**src/rtl/fifo_arb_pkg.sv**
```systemverilog
// Shared types and defaults for the FIFO write-port arbiter.
// The FIFO_ARB_STATS_EN build option is handled in fifo_wr_arbiter.sv.
package fifo_arb_pkg;

  typedef enum logic {
    IDLE  = 1'b0,
    BURST = 1'b1
  } state_e;

  localparam int DEF_NUM_REQ   = 4;
  localparam int DEF_DATA_W    = 8;
  localparam int DEF_MAX_BURST = 4;

  // Width of a counter that must be able to hold the value max_burst.
  function automatic int cnt_w(input int max_burst);
    return $clog2(max_burst + 1);
  endfunction

endpackage

```
**src/rtl/rr_picker.sv**
```systemverilog
// Rotating-priority selector: returns the first set req bit at or after ptr,
// wrapping modulo NUM_REQ.
module rr_picker #(
  parameter int NUM_REQ = 4,
  parameter int IDX_W   = 2
) (
  input  logic [NUM_REQ-1:0] req,
  input  logic [IDX_W-1:0]   ptr,
  output logic               valid,
  output logic [IDX_W-1:0]   index
);

  int               c;
  logic [IDX_W-1:0] c_idx;

  // Scan from the farthest offset down so the nearest requester is written last.
  always_comb begin
    valid = 1'b0;
    index = '0;
    c     = 0;
    c_idx = '0;
    for (int k = NUM_REQ - 1; k >= 0; k--) begin
      c = int'(ptr) + k;
      if (c >= NUM_REQ) c = c - NUM_REQ;
      c_idx = IDX_W'(c);
      if (req[c_idx]) begin
        valid = 1'b1;
        index = c_idx;
      end
    end
  end

endmodule

```
**src/rtl/fifo_wr_arbiter.sv**
```systemverilog
// Round-robin burst arbiter sharing one FIFO write port among NUM_REQ producers.
// Define FIFO_ARB_STATS_EN to add saturating per-producer push counters (grant_cnt).
module fifo_wr_arbiter
  import fifo_arb_pkg::*;
#(
  parameter int NUM_REQ   = DEF_NUM_REQ,
  parameter int DATA_W    = DEF_DATA_W,
  parameter int MAX_BURST = DEF_MAX_BURST
) (
  input  logic                      clk,
  input  logic                      rst,
  input  logic [NUM_REQ-1:0]        req,
  input  logic [NUM_REQ*DATA_W-1:0] data_in,
  input  logic                      full,
  output logic [NUM_REQ-1:0]        gnt,
  output logic                      push,
  output logic [DATA_W-1:0]         data_out,
  output logic                      busy
`ifdef FIFO_ARB_STATS_EN
  ,
  output logic [NUM_REQ*16-1:0]     grant_cnt
`endif
);

  localparam int IDX_W = $clog2(NUM_REQ);
  localparam int CNT_W = cnt_w(MAX_BURST);

  state_e           state_q, state_d;
  logic [IDX_W-1:0] ptr_q, ptr_d;
  logic [IDX_W-1:0] owner_q, owner_d;
  logic [CNT_W-1:0] count_q, count_d;
  logic [IDX_W-1:0] pick_idx;
  logic [IDX_W-1:0] owner_inc;
  logic             pick_valid;
  logic             owner_req;

  rr_picker #(
    .NUM_REQ (NUM_REQ),
    .IDX_W   (IDX_W)
  ) u_picker (
    .req   (req),
    .ptr   (ptr_q),
    .valid (pick_valid),
    .index (pick_idx)
  );

  assign owner_req = req[owner_q];
  assign owner_inc = (owner_q == IDX_W'(NUM_REQ - 1)) ? '0 : owner_q + 1'b1;

  always_comb begin
    state_d  = state_q;
    ptr_d    = ptr_q;
    owner_d  = owner_q;
    count_d  = count_q;
    busy     = (state_q == BURST);
    push     = busy && owner_req && !full;
    gnt      = '0;
    data_out = '0;
    if (push) begin
      gnt[owner_q] = 1'b1;
      data_out     = data_in[owner_q*DATA_W +: DATA_W];
    end
    case (state_q)
      IDLE: begin
        if (pick_valid && !full) begin
          state_d = BURST;
          owner_d = pick_idx;
          count_d = '0;
        end
      end
      BURST: begin
        // A dropped request ends the burst even while the FIFO is full.
        if (!owner_req) begin
          state_d = IDLE;
          ptr_d   = owner_inc;
        end else if (push) begin
          count_d = count_q + 1'b1;
          if (count_q == CNT_W'(MAX_BURST - 1)) begin
            state_d = IDLE;
            ptr_d   = owner_inc;
          end
        end
      end
      default: state_d = IDLE;
    endcase
  end

  always_ff @(posedge clk) begin
    if (!rst) begin
      state_q <= IDLE;
      ptr_q   <= '0;
      owner_q <= '0;
      count_q <= '0;
    end else begin
      state_q <= state_d;
      ptr_q   <= ptr_d;
      owner_q <= owner_d;
      count_q <= count_d;
    end
  end

`ifdef FIFO_ARB_STATS_EN
  for (genvar gi = 0; gi < NUM_REQ; gi++) begin : g_stats
    logic [15:0] cnt_q;
    always_ff @(posedge clk) begin
      if (!rst) begin
        cnt_q <= '0;
      end else if (gnt[gi] && (cnt_q != 16'hFFFF)) begin
        cnt_q <= cnt_q + 16'd1;
      end
    end
    assign grant_cnt[gi*16 +: 16] = cnt_q;
  end
`endif

endmodule

```
**config.mk**
```make
export PLATFORM = sky130hd
export DESIGN_NAME = fifo_wr_arbiter
export DESIGN_NICKNAME = d
export VERILOG_FILES = /design/src/rtl/fifo_arb_pkg.sv /design/src/rtl/rr_picker.sv /design/src/rtl/fifo_wr_arbiter.sv
export SDC_FILE = /design/constraint.sdc
export NUM_CORES = 1
export LEC_CHECK = 0
export BUFFER_PORTS_ARGS = -buffer_cell sky130_fd_sc_hd__buf_2
export CELL_PAD_IN_SITES_DETAIL_PLACEMENT = 1
export CELL_PAD_IN_SITES_GLOBAL_PLACEMENT = 2
export CORE_MARGIN = 10
export CORE_UTILIZATION = 25
export CTS_CLUSTER_SIZE = 14
export DETAILED_ROUTE_END_ITERATION = 16
export PLACE_DENSITY_LB_ADDON = 0.1
export RECOVER_POWER = 100
export SYNTH_ARGS = -nofsm -noshare
export SYNTH_HDL_FRONTEND = slang
export SYNTH_SLANG_ARGS = --single-unit
```
**constraint.sdc**
```tcl
create_clock -name clk -period 4.3 [get_ports clk]
set_input_delay 0.86 -clock clk [delete_from_list [all_inputs] [get_ports clk]]
set_output_delay 0.86 -clock clk [all_outputs]
set_load 0.01 [all_outputs]
```
== Word level (Yosys, flattened, before mapping) ==
Cells that the tools add are included.

* Bitwise logic cells: 1
* Equality and inequality tests: 7
* Reductions and logical operators: 8
* Shift-type cells: 1
* Add/subtract/negate cells: 9
* Magnitude comparators: 10
* Muxes and demuxes: 39

{| class="wikitable"
|+ Operators by type and width
! operator !! number
|-
| indexed part select 32 x 6 -> 8 bit || 1
|-
| two-way mux 2 bit || 12
|-
| less-than comparator 2 x 3 -> 1 bit, second input constant || 5
|-
| two-way mux 1 bit || 14
|-
| binary-select mux 1 bit (select 2 bit) || 5
|-
| greater-or-equal comparator 3 bit, second input constant || 3
|-
| two-way mux 3 bit || 3
|-
| two-way mux 8 bit || 1
|-
| subtractor 2 x 1 -> 2 bit, second input constant || 4
|-
| adder 2 x 2 -> 3 bit, second input constant || 2
|-
| inequality test 2 bit, second input constant || 3
|-
| case mux 3 bit (2 select lines) || 1
|-
| AND reduction 3 bit || 2
|-
| logical AND 1 bit || 4
|-
| two-way mux 4 bit || 1
|-
| inequality test 2 x 1 -> 1 bit, second input constant || 2
|-
| adder 2 x 1 -> 3 bit, second input constant || 1
|-
| adder 3 x 1 -> 3 bit, second input constant || 1
|-
| equality test 3 x 2 -> 1 bit, second input constant || 1
|-
| greater-or-equal comparator 2 x 3 -> 1 bit, second input constant || 1
|-
| adder 2 x 1 -> 2 bit, second input constant || 1
|-
| demux 1 bit (select 2 bit) || 1
|-
| equality test 2 bit, second input constant || 1
|-
| greater-or-equal comparator 2 x 1 -> 1 bit, second input constant || 1
|-
| other kinds (4) || 4
|}

* Flip-flop bits (word level): 8
* Output and inout bits: 14
* Word-level logic and storage cells: 79
* Input port bits: 39

== Longest topological paths before layout ==
Gate-level depths: netlist (run 1).

* Word-level depth: 12
* Gate-level depth with buffers: 6
* Gate-level depth less buffers: 6

== Modules after synthesis ==
Synthesis (run 1) repeated with hierarchy kept, for this count alone.

* Cells, all modules: 90
* Area total of the unflattened synthesis: 867.1 sq um

{| class="wikitable"
|+ Modules (own cells, without submodules)
! module !! area each (sq um) !! times used !! seq. area each (sq um) !! cells an instance
|-
| fifo_wr_arbiter || 789.5 || 1 || 160.2 || 77
|-
| rr_picker || 77.6 || 1 || 0.0 || 13
|}

== Least setup slack after synthesis (run 1) ==
No wires, ideal clock.

* Kind: input port to output port
* Start point: input req[3]
* End point: output gnt[0]
* Slack: 1697 ps
* Required time: 3440 ps
* Data arrival time: 1743 ps
* Stages: 4
* Buffers on the path: 0
* Path through: mux4_2 nand3b_4 inv_1 and2_1

* Longest elaborated chain between the ends: 5

{| class="wikitable"
|+ RTL lines
! item !! line !! text
|-
| start, declared || fifo_wr_arbiter.sv:12 || <nowiki>input logic [NUM_REQ-1:0] req,</nowiki>
|-
| binary-select mux 1 bit (select 2 bit) || fifo_wr_arbiter.sv:47 || <nowiki>assign owner_req = req[owner_q];</nowiki>
|-
| two-way mux 1 bit (implied by the code) || fifo_wr_arbiter.sv:47 ||
|-
| logical AND 1 bit (2 in series) || fifo_wr_arbiter.sv:56 || <nowiki>push = busy && owner_req && !full;</nowiki>
|-
| net push || fifo_wr_arbiter.sv:16 || <nowiki>output logic push,</nowiki>
|-
| two-way mux 4 bit || fifo_wr_arbiter.sv:59 || <nowiki>if (push) begin</nowiki>
|-
| end, declared || fifo_wr_arbiter.sv:15 || <nowiki>output logic [NUM_REQ-1:0] gnt,</nowiki>
|}

The timed path passes the listed nets, and every way through them passes these cells. The select of a mux whose other input is x is not followed.

== Final worst setup path (run 1) ==
* Start point: input req[2]
* End point: output gnt[2]

* Longest elaborated chain between the ends: 5

{| class="wikitable"
|+ RTL lines
! item !! line
|-
| binary-select mux 1 bit (select 2 bit) || fifo_wr_arbiter.sv:47
|-
| two-way mux 1 bit (implied by the code) || fifo_wr_arbiter.sv:47
|-
| logical AND 1 bit (2 in series) || fifo_wr_arbiter.sv:56
|-
| two-way mux 4 bit || fifo_wr_arbiter.sv:59
|}

Every way passes these cells. The select of a mux whose other input is x is not followed.

==> results of run 1 <==
==> per-layer routing <==
layer / wire [um] / vias up / track usage
li1: - / 427 / -
met1: 1160 / 400 / 0.0976
met2: 1450 / 22 / 0.154
met3: 144 / 2 / 0.0353
met4: 12 / 0 / 0.0108
met5: 0 / - / 0
==> final cells by class <==
cell class | instances | area, sq um
inverter | 6 | 22.5
tap | 46 | 57.6
sequential | 8 | 160
multi-input combinational | 69 | 622
clock buffer | 3 | 22.5
fill | 436 | 2170
timing repair buffer | 53 | 253
==> cells by family after synthesis <==
| kind of cell | Yosys count |
|---|---|
| buffers and inverters | 10 |
| AND/OR/NAND/NOR | 37 |
| AO/OA/AOI/OAI | 13 |
| adder cells (fa/ha/maj) | 6 |
| flip-flops | 8 |
| multiplexers | 13 |
==> registers in the layout, indices dropped and copies added, names as in the netlist <==
name / cells
count_q: 3
owner_q: 2
ptr_q: 2
busy: 1
==> through the flow <==
step / instance area [sq um] / power, mW / setup slack (ns) / utilization / cells
4_1_cts: 1170 / 0.214 / 1.32 / 0.353 / 185
2_1_floorplan: 848 / 0.125 / 1.70 / - / 87
3_3_place_gp: 1150 / 0.154 / 1.37 / 0.347 / 182
5_1_grt: 1140 / 0.221 / 0.790 / 0.344 / 185
6_report: 1140 / 0.206 / 1.02 / 0.344 / 185
3_5_place_dp: 1150 / 0.156 / 1.32 / 0.347 / 182
==> critical path, cell delays in order <==
cell      delay (ns)
clkbuf_1        0.13
mux4_2          0.47
nand3b_1        0.46
inv_1           0.16
and2_0          0.19
buf_2           0.14
==> synthesized netlist by cell type, drive strengths merged <==
library cell	instances	area share
nor2b	11	0.081
mux4	9	0.24
dfxtp	8	0.19
ha	6	0.088
inv	6	0.027
nand2	6	0.027
o21ai	4	0.024
and2	3	0.022
and3	3	0.022
nand3	3	0.018
a21boi	2	0.018
a21oi	2	0.012
buf	2	0.022
clkbuf	2	0.0089
mux2	2	0.027
mux2i	2	0.024
nand4	2	0.015
nor2	2	0.0089
nand2b	1	0.0074
nand3b	1	0.024
nor3	1	0.0059
nor3b	1	0.015
nor4	1	0.0074
o2111ai	1	0.010
o21a	1	0.0089
o21bai	1	0.0089
o221ai	1	0.010
o31ai	1	0.015
or3	1	0.0074
or3b	1	0.010
==> report_power, final <==
group	leakage, nW	switching, mW	internal, mW
Combinational	0.397	0.0284	0.0388
Sequential	0.0650	0.00486	0.0772
Clock	0.0138	0.0247	0.0319
==> worst max path at each step <==
stage	to	depth (start not counted)	slack, ns	startpoint
final	gnt[2]	6	1.02	req[2]
after global placement	gnt[1]	6	1.37	req[3]
after detailed placement	gnt[2]	6	1.32	req[3]
after floorplan	gnt[0]	4	1.70	req[3]
after CTS	gnt[2]	6	1.32	req[3]
after global routing	gnt[2]	6	0.79	req[2]
==> impl_metrics.csv, run 1 <==
group,metric,value,unit
run_status,status,"complete, no violations",
worst_setup_path,cp_max_fo,16,
finish,final_common_cell,"buf_2",
routing,first_pass_iters,4,
synthesis,synth_compound_area_frac,0.106,
worst_setup_path,cp-end-kind,"output pin",
global_routing,grt_usage,0.0868,
clock_network,cts.reportedPaths.clkPinSlew,0.05,ns
worst_setup_path,cp-start-kind,"input port",
finish,drive_gt1_frac,0.410,
worst_setup_path,required,3.44,ns
worst_hold_path,whs_endpoint,"count_q[2]",
clock_network,numCtsBuffers,3,
worst_hold_path,min-delay-start,"count_q[2]",
routing,viasPerCell,4.60,
global_routing,grt_max_degree,17,
synthesis,synth_top_family_by_area,"multiplexers",
power_and_ir_drop,ir_drop,0.101,mV
synthesis,muxShareOfSynthArea,0.289,
die,die_area,6120,sq um
power_and_ir_drop,p_leak,0.476,nW
die,dieHeight,78.3,um
sta,tightest_slew,0.619,ns
sta,relSlewSlack,0.587,
worst_hold_path,hp-class,"reg2reg",
sta,whs,0.484,ns
sta,fin_setup_tns,0,ns
worst_setup_path,arrival,2.42,ns
synthesis,synthSimpleGateAreaFrac,0.270,
global_routing,grt_pass1_wl,4410,um
sta,hold_viol_final,0,
synthesis,synth-xor-area-share,0,
worst_setup_path,r2r-end,"count_q[0]",
clock_network,cts_root_buf,"clkbuf_4",
clock_network,htree_levels,1,
worst_setup_path,r2r_slack,2.22,ns
clock_network,cts_setup_buffers,0,
global_routing,antenna_found_initial,0,
global_routing,first_global_vias,920,
sta,rsz0062_at_grt,"false",
clock_network,cts_resized,0,
sta,post-route-period-util,0.763,
finish,fin_nets,186,
worst_setup_path,r2r_start,"owner_q[1]",
synthesis,mappedNetlistArea,848,sq um
worst_setup_path,r2r_cells,4,
synthesis,synth_nets,132,
synthesis,syn_avg_cell_area,9.75,sq um
placed_design,dp.final_hpwl,2370,um
routing,drt_wl_total,2770,um
die,core_area,3310,sq um
job,max_cap_violations,0,
sta,drv_slew,0,
routing,via_count,851,
clock_network,clk_path_buf_depth,2,
die,boundaryPins,53,
die,num_rows,21,
synthesis,synth_seq_area_share,0.189,
clock_network,numClockSinks,8,
routing,drtAntennaViolNets,0,
finish,final_cell_mix,"buf_2, clkbuf_1, nor2b_1",
sta,fmax,305,MHz
clock_network,cts_tree,"yes",
clock_network,clk_latency,0.25,ns
finish,syn_to_final_growth,34.1,%
synthesis,synth_cells,87,
worst_setup_path,critPathKind,"in2out",
worst_hold_path,whs_path_depth,2,
synthesis,yosys_warnings,0,
sta,period_minus_slack,3.28,ns
synthesis,ys_ff_latch,8,
routing,drc_errors,0,
finish,diodes,0,
placed_design,place.gp.congestion,0.667,
routing,wire_per_inst,15.0,um
die,start_util,0.256,
sta,finalSetupViolCount,0,
global_routing,grt_remaining_overflow,0,
clock_network,holdBufCountCts,0,
routing,drtIter0Drc,23,
synthesis,synthDistinctLibCells,31,
power_and_ir_drop,powerDensity,181,nW/um^2
sta,finClkSkew,0.000794,ns
die,fp.dieW,78.3,um
synthesis,synthAdderAreaFrac,0.0885,
placed_design,port_buffers,52,
Power figures use the tool's default switching activity.
==> inputs of run 2 (changes only) <==
--- a/config.mk
+++ b/config.mk
@@ -5,11 +5,12 @@
 export SDC_FILE = /design/constraint.sdc
 export NUM_CORES = 1
 export LEC_CHECK = 0
+export ABC_AREA = 1
 export BUFFER_PORTS_ARGS = -buffer_cell sky130_fd_sc_hd__buf_2
 export CELL_PAD_IN_SITES_DETAIL_PLACEMENT = 1
 export CELL_PAD_IN_SITES_GLOBAL_PLACEMENT = 2
 export CORE_MARGIN = 10
-export CORE_UTILIZATION = 25
+export CORE_UTILIZATION = 19
 export CTS_CLUSTER_SIZE = 14
 export DETAILED_ROUTE_END_ITERATION = 16
 export PLACE_DENSITY_LB_ADDON = 0.1
==> constraint.sdc (replaced) <==
create_clock -name clk -period 2.6 [get_ports clk]
set_input_delay 0.52 -clock clk [delete_from_list [all_inputs] [get_ports clk]]
set_output_delay 0.52 -clock clk [all_outputs]
set_load 0.01 [all_outputs]
==> run 2 against run 1 <==
Net effect: synthesized cell count up 120%; largest power group is now combinational cells; setup slack worse by 0.65 ns; via count up 54%; die area up 48%; non-clock buffer count up 3; flip-flop and latch count unchanged; critical path depth up 2; critical endpoint is now data_out[4]; area after synthesis up 26%; combinational power rose to 4.7 times the previous value; wire length up 48%; register-to-register slack worse by 1.7 ns.
==> impl_metrics.csv, run 2 <==
group,metric,value,unit
synthesis,synth_cells,189,
finish,top_register,"count_q",
placed_design,place.gp.congestion,0.717,
die,start_util,0.195,
sta,fmax,447,MHz
worst_setup_path,arrival,1.72,ns
global_routing,use_met3,0.0204,
clock_network,holdBufCountCts,0,
finish,final_cell_mix,"nor2_1, nand2_1, buf_2",
power_and_ir_drop,ir_drop,0.154,mV
clock_network,htree_levels,1,
finish,fin_nets,287,
clock_network,cts_tree,"yes",
synthesis,yosysMostFrequentCell,"nor2_1",
synthesis,syn_avg_cell_area,5.66,sq um
sta,fin_setup_tns,0,ns
synthesis,async_flop_share,0,
finish,drive_gt1_frac,0.258,
clock_network,cts_setup_buffers,0,
die,core_area,5470,sq um
sta,finalSetupViolCount,0,
synthesis,synth_common_cells,"nor2_1, nand2_1, o21ai_0, inv_1, nand3_1",
finish,n_fill_cell,766,
clock_network,cts.reportedPaths.clkPinSlew,0.04,ns
synthesis,synthAdderAreaFrac,0.0702,
worst_setup_path,required,2.08,ns
routing,drc_errors,0,
sta,period_minus_slack,2.24,ns
clock_network,clk_latency,0.23,ns
synthesis,muxShareOfSynthArea,0,
sta,tightest_slew,0.437,ns
global_routing,antenna_found_initial,0,
placed_design,dp.final_hpwl,3390,um
global_routing,busiest_layer,"met2",
power_and_ir_drop,seq_power_share,0.259,
synthesis,synthDistinctLibCells,23,
synthesis,yosys_warnings,0,
global_routing,first_global_vias,1363,
clock_network,numClockSinks,8,
routing,via_count,1314,
global_routing,gr-usage-met2,0.143,
clock_network,numCtsBuffers,3,
worst_setup_path,cp-end-kind,"output pin",
job,max_cap_violations,0,
global_routing,grt_remaining_overflow,0,
finish,syn_to_final_growth,29.8,%
die,num_rows,27,
finish,largest_reg_flops,3,
finish,diodes,0,
placed_design,port_buffers,52,
power_and_ir_drop,power_frac_clock,0.241,
routing,wire_per_inst,13.1,um
worst_setup_path,cp-start-kind,"register",
routing,first_pass_iters,4,
run_status,status,"complete, no violations",
synthesis,synthSimpleGateAreaFrac,0.477,
clock_network,cts_root_buf,"clkbuf_8",
finish,multiInputGateArea,753,sq um
routing,drtAntennaViolNets,0,
synthesis,synth_top_area_frac,0.168,
synthesis,mappedNetlistArea,1070,sq um
sta,post-route-period-util,0.860,
global_routing,grt_pass1_wl,6620,um
synthesis,synth_nets,234,
clock_network,clk_path_buf_depth,2,
finish,final_common_cell,"nor2_1",
synthesis,synth_compound_area_frac,0.184,
global_routing,grt_usage,0.0893,
power_and_ir_drop,pwr-share-comb,0.500,
sta,hold_viol_final,0,
finish,top_regs,"count_q x3, owner_q x2, ptr_q x2",
die,die_area,9030,sq um
synthesis,synth_edf_count,0,
finish,regArea,160,sq um
synthesis,ys_top_cells_by_area,"nor2_1, dfxtp_1, nand2_1",
power_and_ir_drop,internal_power,360,uW
synthesis,synth-xor-area-share,0,
finish,fin_util,0.254,
sta,rsz0062_at_grt,"false",
die,dieHeight,95.0,um
sta,relSlewSlack,0.708,
sta,drv_slew,0,
power_and_ir_drop,powerDensity,455,nW/um^2
synthesis,synth_top_family_by_area,"simple AND/OR/NAND/NOR gates",
worst_setup_path,critPathKind,"reg2out",
die,boundaryPins,53,
routing,viasPerCell,4.21,
synthesis,synth_area_leader_cell,"nor2_1",
worst_hold_path,hp-class,"reg2reg",
power_and_ir_drop,switching_share,0.431,
routing,drt_wl_total,4090,um
global_routing,grt_max_degree,19,
clock_network,cts_resized,0,
synthesis,ys_ff_latch,8,
worst_setup_path,cp_max_fo,17,
power_and_ir_drop,p_switching,273,uW
routing,drtIter0Drc,29,
die,fp.dieW,95.0,um
global_routing,use_met1,0.117,
sta,finClkSkew,0.00655,ns
synthesis,synth_seq_area_share,0.150,
power_and_ir_drop,p_leak,0.697,nW
synthesis,synth_flop_cell,"dfxtp_1",
==> run 2: metrics by stage <==
step / hold WS, ns / instance area [sq um] / power [mW] / setup WS (ns) / instances
after floorplan: 0.445 / 1070 / 0.409 / 0.719 / 189
after global routing: 0.513 / 1390 / 0.704 / 0.135 / 312
final: 0.491 / 1390 / 0.632 / 0.364 / 312
after detailed placement: 0.487 / 1390 / 0.511 / 0.524 / 309
after CTS: 0.494 / 1440 / 0.670 / 0.308 / 312
after global placement: 0.483 / 1390 / 0.512 / 0.559 / 309
==> run 2: layout make-up <==
type | count | share of cell area
clock buffers | 3 | 0.0297
inverters | 19 | 0.0514
multi-input cells | 154 | 0.542
flip-flops and latches | 8 | 0.115
well taps | 72 | 0.0649
repair buffers | 56 | 0.196
==> run 2: path summary, 6_finish.rpt <==
path / endpoint / start / cells past startpoint / slack, ns
setup / recovery: data_out[4] / owner_q[0] / 8 / 0.36
hold / removal: count_q[0] / count_q[0] / 1 / 0.49
setup reg to reg: count_q[1] / ptr_q[0] / 11 / 0.48
hold reg to reg: count_q[0] / count_q[0] / 1 / 0.49
==> run 2: per-layer routing <==
layer	share of wire	up-vias
met4	0.0095	0
met3	0.064	3
li1	-	695
met2	0.42	35
met1	0.51	581
met5	0	-
==> run 2: logic make-up after synthesis <==
logic type      after synthesis
simple gates                112
buf+inv                      27
compound gates               36
fa+ha+maj                     6
flops                         8
==> run 2: critical path: stages (launching register included) <==
cell and delay (ns):
dfxtp_1 0.49, inv_1 0.17, nand2_1 0.09, nand3_1 0.11, nand2_1 0.11, nor2_2 0.05
inv_2 0.25, a21oi_1 0.08, clkbuf_1 0.15
==> run 2: power groups by stage <==
stage               sequential [mW]  clock [mW]  combinational [mW]
floorplan                     0.153           0               0.255
global placement              0.168           0               0.344
detailed placement            0.168           0               0.343
CTS                           0.165       0.159               0.345
global route                  0.169       0.163               0.372
finish                        0.164       0.153               0.316
==> inputs of run 3 (changes only) <==
--- a/config.mk
+++ b/config.mk
@@ -13,6 +13,7 @@
 export CORE_UTILIZATION = 19
 export CTS_CLUSTER_SIZE = 14
 export DETAILED_ROUTE_END_ITERATION = 16
+export MAX_ROUTING_LAYER = met4
 export PLACE_DENSITY_LB_ADDON = 0.1
 export RECOVER_POWER = 100
 export SYNTH_ARGS = -nofsm -noshare
==> run 3 against run 2 <==
Net effect: critical path depth unchanged; cell count unchanged; worst hold slack barely moved; core utilization stayed put; critical endpoint unchanged; largest cell class unchanged; largest power group unchanged; highest routed layer unchanged.
==> impl_metrics.csv, run 3 (synthesis gave the netlist of run 2 again) <==
group,metric,value,unit
worst_hold_path,min-delay-start,"count_q[0]",
sta,tightest_slew,0.437,ns
routing,drtAntennaViolNets,0,
clock_network,cts_root_buf,"clkbuf_8",
finish,syn_to_final_growth,29.8,%
clock_network,numClockSinks,8,
sta,hold_viol_final,0,
routing,first_pass_iters,4,
clock_network,htree_levels,1,
global_routing,antenna_found_initial,0,
global_routing,grt_remaining_overflow,0,
clock_network,cts_setup_buffers,0,
global_routing,grt_usage,0.0920,
finish,stdcell_area,1390,sq um
global_routing,busiest_layer,"met2",
die,core_area,5470,sq um
global_routing,grt_pass1_wl,6620,um
sta,fin_setup_tns,0,ns
power_and_ir_drop,p_total,632,uW
global_routing,grt_max_degree,19,
worst_setup_path,slowest_stage,"dfxtp_1",
die,start_util,0.195,
finish,diodes,0,
worst_setup_path,r2r_start,"ptr_q[0]",
finish,drive_gt1_frac,0.258,
sta,period_minus_slack,2.24,ns
clock_network,clk_latency,0.23,ns
finish,top_regs,"count_q x3, owner_q x2, ptr_q x2",
sta,fmax,447,MHz
power_and_ir_drop,power_frac_clock,0.241,
placed_design,placed_area,1390,sq um
power_and_ir_drop,pwr-share-comb,0.500,
global_routing,gr-usage-met2,0.143,
routing,drtIter0Drc,29,
worst_setup_path,cp_max_fo,17,
run_status,status,"complete, no violations",
sta,finClkSkew,0.00656,ns
routing,viasPerCell,4.21,
power_and_ir_drop,switching_share,0.431,
worst_setup_path,worst_path_most_repeated_cell,"nand2_1",
power_and_ir_drop,ir_drop,0.154,mV
die,die_area,9030,sq um
finish,top_register,"count_q",
sta,drv_slew,0,
power_and_ir_drop,powerDensity,455,nW/um^2
placed_design,port_buffers,52,
power_and_ir_drop,p_leak,0.697,nW
sta,relSlewSlack,0.708,
worst_setup_path,required,2.08,ns
die,num_rows,27,
global_routing,use_met1,0.117,
power_and_ir_drop,internal_power,360,uW
clock_network,cts_resized,0,
job,max_cap_violations,0,
routing,wire_per_inst,13.1,um
routing,drc_errors,0,
worst_setup_path,arrival,1.72,ns
die,fp.dieW,95.0,um
finish,n_fill_cell,766,
power_and_ir_drop,p_switching,273,uW
clock_network,numCtsBuffers,3,
worst_setup_path,critPathMaxStageDelay,0.49,ns
sta,rsz0062_at_grt,"false",
clock_network,cts.reportedPaths.clkPinSlew,0.04,ns
routing,drt_wl_total,4090,um
sta,whs,0.491,ns
clock_network,holdBufCountCts,0,
worst_setup_path,cp_num_buf_inv,3,
worst_hold_path,hp-class,"reg2reg",
worst_setup_path,cp-start-kind,"register",
finish,final_common_cell,"nor2_1",
worst_setup_path,critPathKind,"reg2out",
finish,fin_nets,287,
sta,finalSetupViolCount,0,
routing,via_count,1314,
power_and_ir_drop,seq_power_share,0.259,
worst_setup_path,cp-end-kind,"output pin",
clock_network,clk_path_buf_depth,2,
die,boundaryPins,53,
clock_network,cts_tree,"yes",
global_routing,use_met3,0.0204,
finish,final_cell_mix,"nor2_1, nand2_1, buf_2",
worst_setup_path,critPathLaunch,"owner_q[0]",
sta,post-route-period-util,0.860,
finish,largest_reg_flops,3,
die,dieHeight,95.0,um
worst_setup_path,crit_family,"buffers and inverters",
worst_setup_path,path_cells,"inv_1, nand2_1, nand3_1, nand2_1, nor2_2, inv_2, a21oi_1, clkbuf_1",
global_routing,first_global_vias,1366,
placed_design,dp.final_hpwl,3390,um
placed_design,place.gp.congestion,0.725,
run 3: cell counts in the layout (fill, tap and decap cells not counted):
Identical to the previous run, type by type.
run 3: per-layer routing:
metal	up-vias	part of all wire
li1	695	-
met1	581	0.51
met2	35	0.42
met3	3	0.063
met4	0	0.0095
met5	-	0
run 3: cell type report:
class | count | area (sq um) | share of cell area
multi-input combinational | 154 | 753 | 0.542
sequential | 8 | 160 | 0.115
clock buffer | 3 | 41.3 | 0.0297
timing repair buffer | 56 | 273 | 0.196
tap | 72 | 90.1 | 0.0649
inverter | 19 | 71.3 | 0.0514
run 3: metrics by stage:
stage | setup WS [ns] | util | cells
3_5_place_dp | 0.524 | 0.255 | 309
6_report | 0.364 | 0.254 | 312
3_3_place_gp | 0.559 | 0.255 | 309
4_1_cts | 0.308 | 0.262 | 312
2_1_floorplan | 0.719 | - | 189
5_1_grt | 0.135 | 0.254 | 312
run 3: power groups by stage:
stage	Sequential, mW	Clock (mW)	Combinational (mW)
floorplan	0.153	0	0.255
global placement	0.168	0	0.344
detailed placement	0.168	0	0.343
CTS	0.165	0.159	0.345
global route	0.169	0.163	0.372
finish	0.164	0.152	0.316
run 3: path summary, 6_finish.rpt:
path	depth (start not counted)	slack [ns]	to
setup reg to reg	11	0.48	count_q[1]
hold reg to reg	1	0.49	count_q[0]
setup / recovery	8	0.36	data_out[4]
hold / removal	1	0.49	count_q[0]
